===== src/rtl/vga_timing_gen.sv =====
// VGA raster timing generator: pixel-enable divider, h/v raster counters and
// registered sync/display/coordinate/strobe outputs, all aligned to one clock.
module vga_timing_gen #(
    parameter int unsigned CW       = 12,
    parameter int unsigned CLK_DIV  = 4,
    parameter int unsigned H_ACTIVE = 640,
    parameter int unsigned H_FP     = 16,
    parameter int unsigned H_SYNC   = 96,
    parameter int unsigned H_BP     = 48,
    parameter int unsigned V_ACTIVE = 480,
    parameter int unsigned V_FP     = 10,
    parameter int unsigned V_SYNC   = 2,
    parameter int unsigned V_BP     = 33,
    parameter logic        HS_POL   = 1'b0,
    parameter logic        VS_POL   = 1'b0
) (
    input  logic          clk,
    input  logic          rst,
    output logic [CW-1:0] x,
    output logic [CW-1:0] y,
    output logic          h_sync,
    output logic          v_sync,
    output logic          display,
    output logic          pix_stb,
    output logic          line_start,
    output logic          frame_start,
    output logic [7:0]    frame_count
);

    localparam int unsigned H_TOTAL  = H_ACTIVE + H_FP + H_SYNC + H_BP;
    localparam int unsigned V_TOTAL  = V_ACTIVE + V_FP + V_SYNC + V_BP;
    localparam int unsigned HS_START = H_ACTIVE + H_FP;
    localparam int unsigned HS_END   = HS_START + H_SYNC;
    localparam int unsigned VS_START = V_ACTIVE + V_FP;
    localparam int unsigned VS_END   = VS_START + V_SYNC;
    localparam int unsigned DW       = (CLK_DIV > 1) ? $clog2(CLK_DIV) : 1;

    localparam logic [DW-1:0] DIV_LAST = DW'(CLK_DIV - 1);
    localparam logic [CW-1:0] H_LAST   = CW'(H_TOTAL - 1);
    localparam logic [CW-1:0] V_LAST   = CW'(V_TOTAL - 1);

    logic [DW-1:0] div_cnt_q, div_cnt_d;
    logic [CW-1:0] h_cnt_q, h_cnt_d;
    logic [CW-1:0] v_cnt_q, v_cnt_d;
    logic [7:0]    frame_count_q, frame_count_d;
    logic          pix_en, h_wrap, v_wrap;

    logic [CW-1:0] x_q, y_q;
    logic          h_sync_q, v_sync_q, display_q;
    logic          pix_stb_q, line_start_q, frame_start_q;
    logic          h_sync_d, v_sync_d, display_d;

    // Window compares in 32 bits so a total of exactly 2^CW still decodes correctly.
    logic [31:0] h_ext, v_ext;

    always_comb begin
        pix_en        = (div_cnt_q == DIV_LAST);
        h_wrap        = (h_cnt_q == H_LAST);
        v_wrap        = (v_cnt_q == V_LAST);
        div_cnt_d     = pix_en ? '0 : div_cnt_q + DW'(1);
        h_cnt_d       = h_cnt_q;
        v_cnt_d       = v_cnt_q;
        frame_count_d = frame_count_q;
        if (pix_en) begin
            h_cnt_d = h_wrap ? '0 : h_cnt_q + CW'(1);
            if (h_wrap) begin
                v_cnt_d = v_wrap ? '0 : v_cnt_q + CW'(1);
                if (v_wrap) begin
                    frame_count_d = frame_count_q + 8'd1;
                end
            end
        end
    end

    always_comb begin
        h_ext     = 32'(h_cnt_q);
        v_ext     = 32'(v_cnt_q);
        display_d = (h_ext < H_ACTIVE) && (v_ext < V_ACTIVE);
        h_sync_d  = ((h_ext >= HS_START) && (h_ext < HS_END)) ? HS_POL : ~HS_POL;
        v_sync_d  = ((v_ext >= VS_START) && (v_ext < VS_END)) ? VS_POL : ~VS_POL;
    end

    always_ff @(posedge clk) begin
        if (rst) begin
            div_cnt_q     <= '0;
            h_cnt_q       <= '0;
            v_cnt_q       <= '0;
            frame_count_q <= '0;
            x_q           <= '0;
            y_q           <= '0;
            display_q     <= 1'b0;
            h_sync_q      <= ~HS_POL;
            v_sync_q      <= ~VS_POL;
            pix_stb_q     <= 1'b0;
            line_start_q  <= 1'b0;
            frame_start_q <= 1'b0;
        end else begin
            div_cnt_q     <= div_cnt_d;
            h_cnt_q       <= h_cnt_d;
            v_cnt_q       <= v_cnt_d;
            frame_count_q <= frame_count_d;
            pix_stb_q     <= pix_en;
            line_start_q  <= pix_en && (h_cnt_q == '0);
            frame_start_q <= pix_en && (h_cnt_q == '0) && (v_cnt_q == '0);
            // Presented pixel reflects the pre-increment counters.
            if (pix_en) begin
                x_q       <= h_cnt_q;
                y_q       <= v_cnt_q;
                display_q <= display_d;
                h_sync_q  <= h_sync_d;
                v_sync_q  <= v_sync_d;
            end
        end
    end

    assign x           = x_q;
    assign y           = y_q;
    assign h_sync      = h_sync_q;
    assign v_sync      = v_sync_q;
    assign display     = display_q;
    assign pix_stb     = pix_stb_q;
    assign line_start  = line_start_q;
    assign frame_start = frame_start_q;
    assign frame_count = frame_count_q;

endmodule


===== config.mk =====
export PLATFORM = sky130hd
export DESIGN_NAME = vga_timing_gen
export DESIGN_NICKNAME = d
export VERILOG_FILES = /design/src/rtl/vga_timing_gen.sv
export SDC_FILE = /design/constraint.sdc
export NUM_CORES = 1
export LEC_CHECK = 0
export ABC_CLOCK_PERIOD_IN_PS = 2450
export CAP_MARGIN = 20
export CORE_ASPECT_RATIO = 1.25
export CORE_MARGIN = 4
export CORE_UTILIZATION = 40
export CTS_CLUSTER_SIZE = 14
export DETAILED_ROUTE_END_ITERATION = 8
export GPL_ROUTABILITY_DRIVEN = 0
export SLEW_MARGIN = 0
export SYNTH_ARGS = -nofsm -noshare
export SYNTH_HDL_FRONTEND = slang
export SYNTH_SLANG_ARGS = --single-unit

===== constraint.sdc =====
create_clock -name clk -period 2.45 [get_ports clk]
set_clock_uncertainty 0.2 [all_clocks]
set_input_delay 0.245 -clock clk [delete_from_list [all_inputs] [get_ports clk]]
set_output_delay 0.245 -clock clk [all_outputs]
set_load 0.01 [all_outputs]

==> flow_summary_export.csv <==
group,metric,value,unit
worst_setup_path,slowest_delay,0.60,ns
logic_synthesis,ys_seq_area_share,45.8,%
routing,drtIter0Drc,127,
sta,period_minus_slack,2.37,ns
clocking,cts_tree,"built",
die,io_pins,40,
min_path,hold_path_depth,1,
logic_synthesis,yosysTopAreaCell,"dfxtp_1",
run,drv_cap,0,
clocking,htreeDepth,3,
global_routing,grt-busiest-layer,"met2",
worst_setup_path,crit_fanout,7,
final_layout,synthToLayoutAreaGrowth,25.8,%
pwr,leakagePower,1.22,nW
sta,hold_viol,0,
routing,drc,0,
worst_setup_path,worstPathArrival,2.46,ns
global_routing,overflow,0,
global_routing,grt_first_pass_wirelength,10700,µm
logic_synthesis,avgSynthCellArea,9.02,µm²
logic_synthesis,synth.top_cell.area_share,45.8,%
final_layout,final_nets,369,
routing,ant_nets,0,
final_layout,stdcell_count,450,
pwr,ir_drop,0.291,mV
logic_synthesis,synth_compound_area_share,7.65,%
global_routing,antenna_found_initial,0,
logic_synthesis,synthesis.nets,318,
placement,hpwl,4460,µm
die,die_height,102,µm
logic_synthesis,synth_warnings,0,
logic_synthesis,yosys.area_share.simple,26.5,%
worst_setup_path,crit_required,2.53,ns
logic_synthesis,async_reset_ff_share,0,%
logic_synthesis,synth_most_common_cell,"dfxtp_1",
logic_synthesis,synth_top_flop_cell,"dfxtp_1",
logic_synthesis,synthAdderAreaFrac,2.68,%
clocking,cts.sinks,64,
logic_synthesis,yosys-mux-area-fraction,9.84,%
worst_setup_path,cp-end-kind,"register",
logic_synthesis,synth-xor-area-share,3.44,%
logic_synthesis,ys_top_cells_by_count,"dfxtp_1 (64), nor2_1 (44), mux2i_1 (23)",
sta,max_freq,0.421,GHz
die,initial_core_util,41.8,%
sta,setup_violations,0,
routing,first_pass_iters,4,
final_layout,fin_util,52.6,%
final_layout,stdcell_area,3520,µm²
clocking,clkLatencyLatePin,0.35,ns
logic_synthesis,synth_cell_type_count,40,
sta,finalCritPeriodShare,96.9,%
die,die_w,82.8,µm
final_layout,diodes,0,
logic_synthesis,synth_enable_flop_cells,0,
placement,postPlaceCellArea,3350,µm²
worst_setup_path,crit_slowest_cell,"or4_4",
worst_setup_path,critPathLaunchType,"register",
clocking,cts_root_buf,"clkbuf_8",
final_layout,final_layout_size_suffix_gt1_share,11.6,%
global_routing,grt_max_degree,47,
global_routing,met1_usage,17.9,%
sta,rsz0062_at_grt,"no",
worst_setup_path,ff2ff_path_depth,6,
logic_synthesis,synth.ff_latch_count,64,
placement,io_buffers,39,
worst_setup_path,timing.critical_path.cells,"ha_1 > nand4b_1 > buf_4 > or4_4 > or4_1 > a21oi_1",
global_routing,grt_pass1_vias,2274,
clocking,path_clk_slew,0.07,ns
outcome,outcome,"finished clean",
sta,setup_tns,0,ns
global_routing,grtUsageTotal,16.1,%
placement,dp.cells,434,
global_routing,grt_use_met3,4.23,%
routing,viasPerCell,5.38,
sta,worst_slew_pin_slew,0.546,ns
pwr,cellPowerDensity,527,nW/µm²
logic_synthesis,synth_area_leaders,"dfxtp_1 (46%), mux2i_1 (8.2%), nor2_1 (5.9%)",
logic_synthesis,synth_top_family_by_area,"simple AND/OR/NAND/NOR gates",
die,dieArea,8400,µm²
sta,relSlewSlack,63.6,%
sta,holdWs,0.232,ns
routing,wl_per_cell,15.2,µm
routing,drt_wl_total,6830,µm
global_routing,use_met2,27.8,%
die,core,6690,µm²
routing,via_count,2419,
sta,maxSlewViolCount,0,
worst_setup_path,critical_path_class,"register to register",
logic_synthesis,syn_inst,310,
clocking,cts_made_buffers,9,
logic_synthesis,synthesis.area,2800,µm²
min_path,hold_path.class,"register to register",
die,rows,33,
clocking,cts_max_path_buffers,2,
final_layout,fill_cells,680,
[worst max-delay path, delay by kind of cell (launching register included)]
family / cells / cell delay (ns)
AOI/OAI and AO/OA: 1 / 0.14
adders and majority gates: 1 / 0.19
buffers and inverters: 1 / 0.18
DFF: 1 / 0.36
and+or+nand+nor: 3 / 1.24
[routing by layer]
metal	share of wire, %	wire (µm)	vias to the layer above
met5	0	0	-
met1	45	3070	1140
met3	3.0	207	19
li1	-	-	1209
met2	49	3320	51
met4	3.4	229	0
[cell usage in the layout (no fill, tap or decap), types with 2 or more instances in the layout]
master           Yosys  routed
and2_1               3       3
a21oi_1             18      18
nand2b_1             5       5
nor2_1              44      44
buf_4                1      19
nor3_1               6       6
dfxtp_2              0       2
mux2_2               4       4
o21ai_0              8       8
xnor2_1              3       3
mux2i_1             23      23
and3_1               3       3
clkdlybuf4s50_1      0      39
clkbuf_8             0       9
or4_4                1       3
o31ai_1              7       7
dfxtp_1             64      62
nor4_1               7       7
nand4_1              9       9
clkbuf_1            10       2
nand3_1             13      13
ha_1                 6       5
nand2_1             15      15
xor2_1               8       8
inv_1                7       7
or4_1                9       9
or3_1                5       5
clkinv_2             0       2
nor2b_1              6       6
and4_1               5       5
[flip-flops by register name (all words and copies together), names as in the netlist]
signal and cells:
display 1, div_cnt_q 2, frame_count 8, frame_start 1, h_cnt_q 12, h_sync 1, line_start 1, pix_stb 1
v_cnt_q 12, v_sync 1, x 12, y 12
[layout make-up]
cell class / count / area, µm² / area share, %
Sequential cell: 64 / 1280 / 36.5
Inverter: 7 / 26.3 / 0.747
Multi-Input combinational cell: 221 / 1430 / 40.5
Clock inverter: 2 / 10.0 / 0.284
Clock buffer: 11 / 131 / 3.73
Timing Repair Buffer: 58 / 533 / 15.1
Tap cell: 87 / 109 / 3.09
[power breakdown]
group | internal (mW) | switching, mW
Sequential | 1.05 | 0.00461
Combinational | 0.0299 | 0.0468
Clock | 0.347 | 0.376
[final timing paths]
check,slack (ns),endpoint,from
max,0.08,frame_count[3],h_cnt_q[0]
min,0.23,div_cnt_q[0],div_cnt_q[0]
max reg2reg,0.08,frame_count[3],h_cnt_q[0]
min reg2reg,0.23,div_cnt_q[0],div_cnt_q[0]
[metrics by stage]
stage          setup WS (ns)  power, mW
2_1_floorplan          0.183       1.13
3_3_place_gp          0.0610       1.15
3_5_place_dp          0.0418       1.16
4_1_cts               0.0455       1.88
5_1_grt              0.00893       1.93
6_report              0.0753       1.85
[repair_timing]
item | 4_1_cts | 5_1_grt
resized for setup | 0 | 4
hold buffers | 0 | 0
setup endpoints to repair | 0 | 2
setup buffers | 0 | 1
endpoints found under the hold margin | 0 | 0
[cells by family after synthesis]
group / after synthesis
AO/OA/AOI/OAI: 37
AND/OR/NAND/NOR: 138
XOR/XNOR: 11
multiplexers: 27
flip-flops: 64
buffers and inverters: 27
adder cells (fa/ha/maj): 6
No activity file was read; power rests on OpenSTA's default activity.
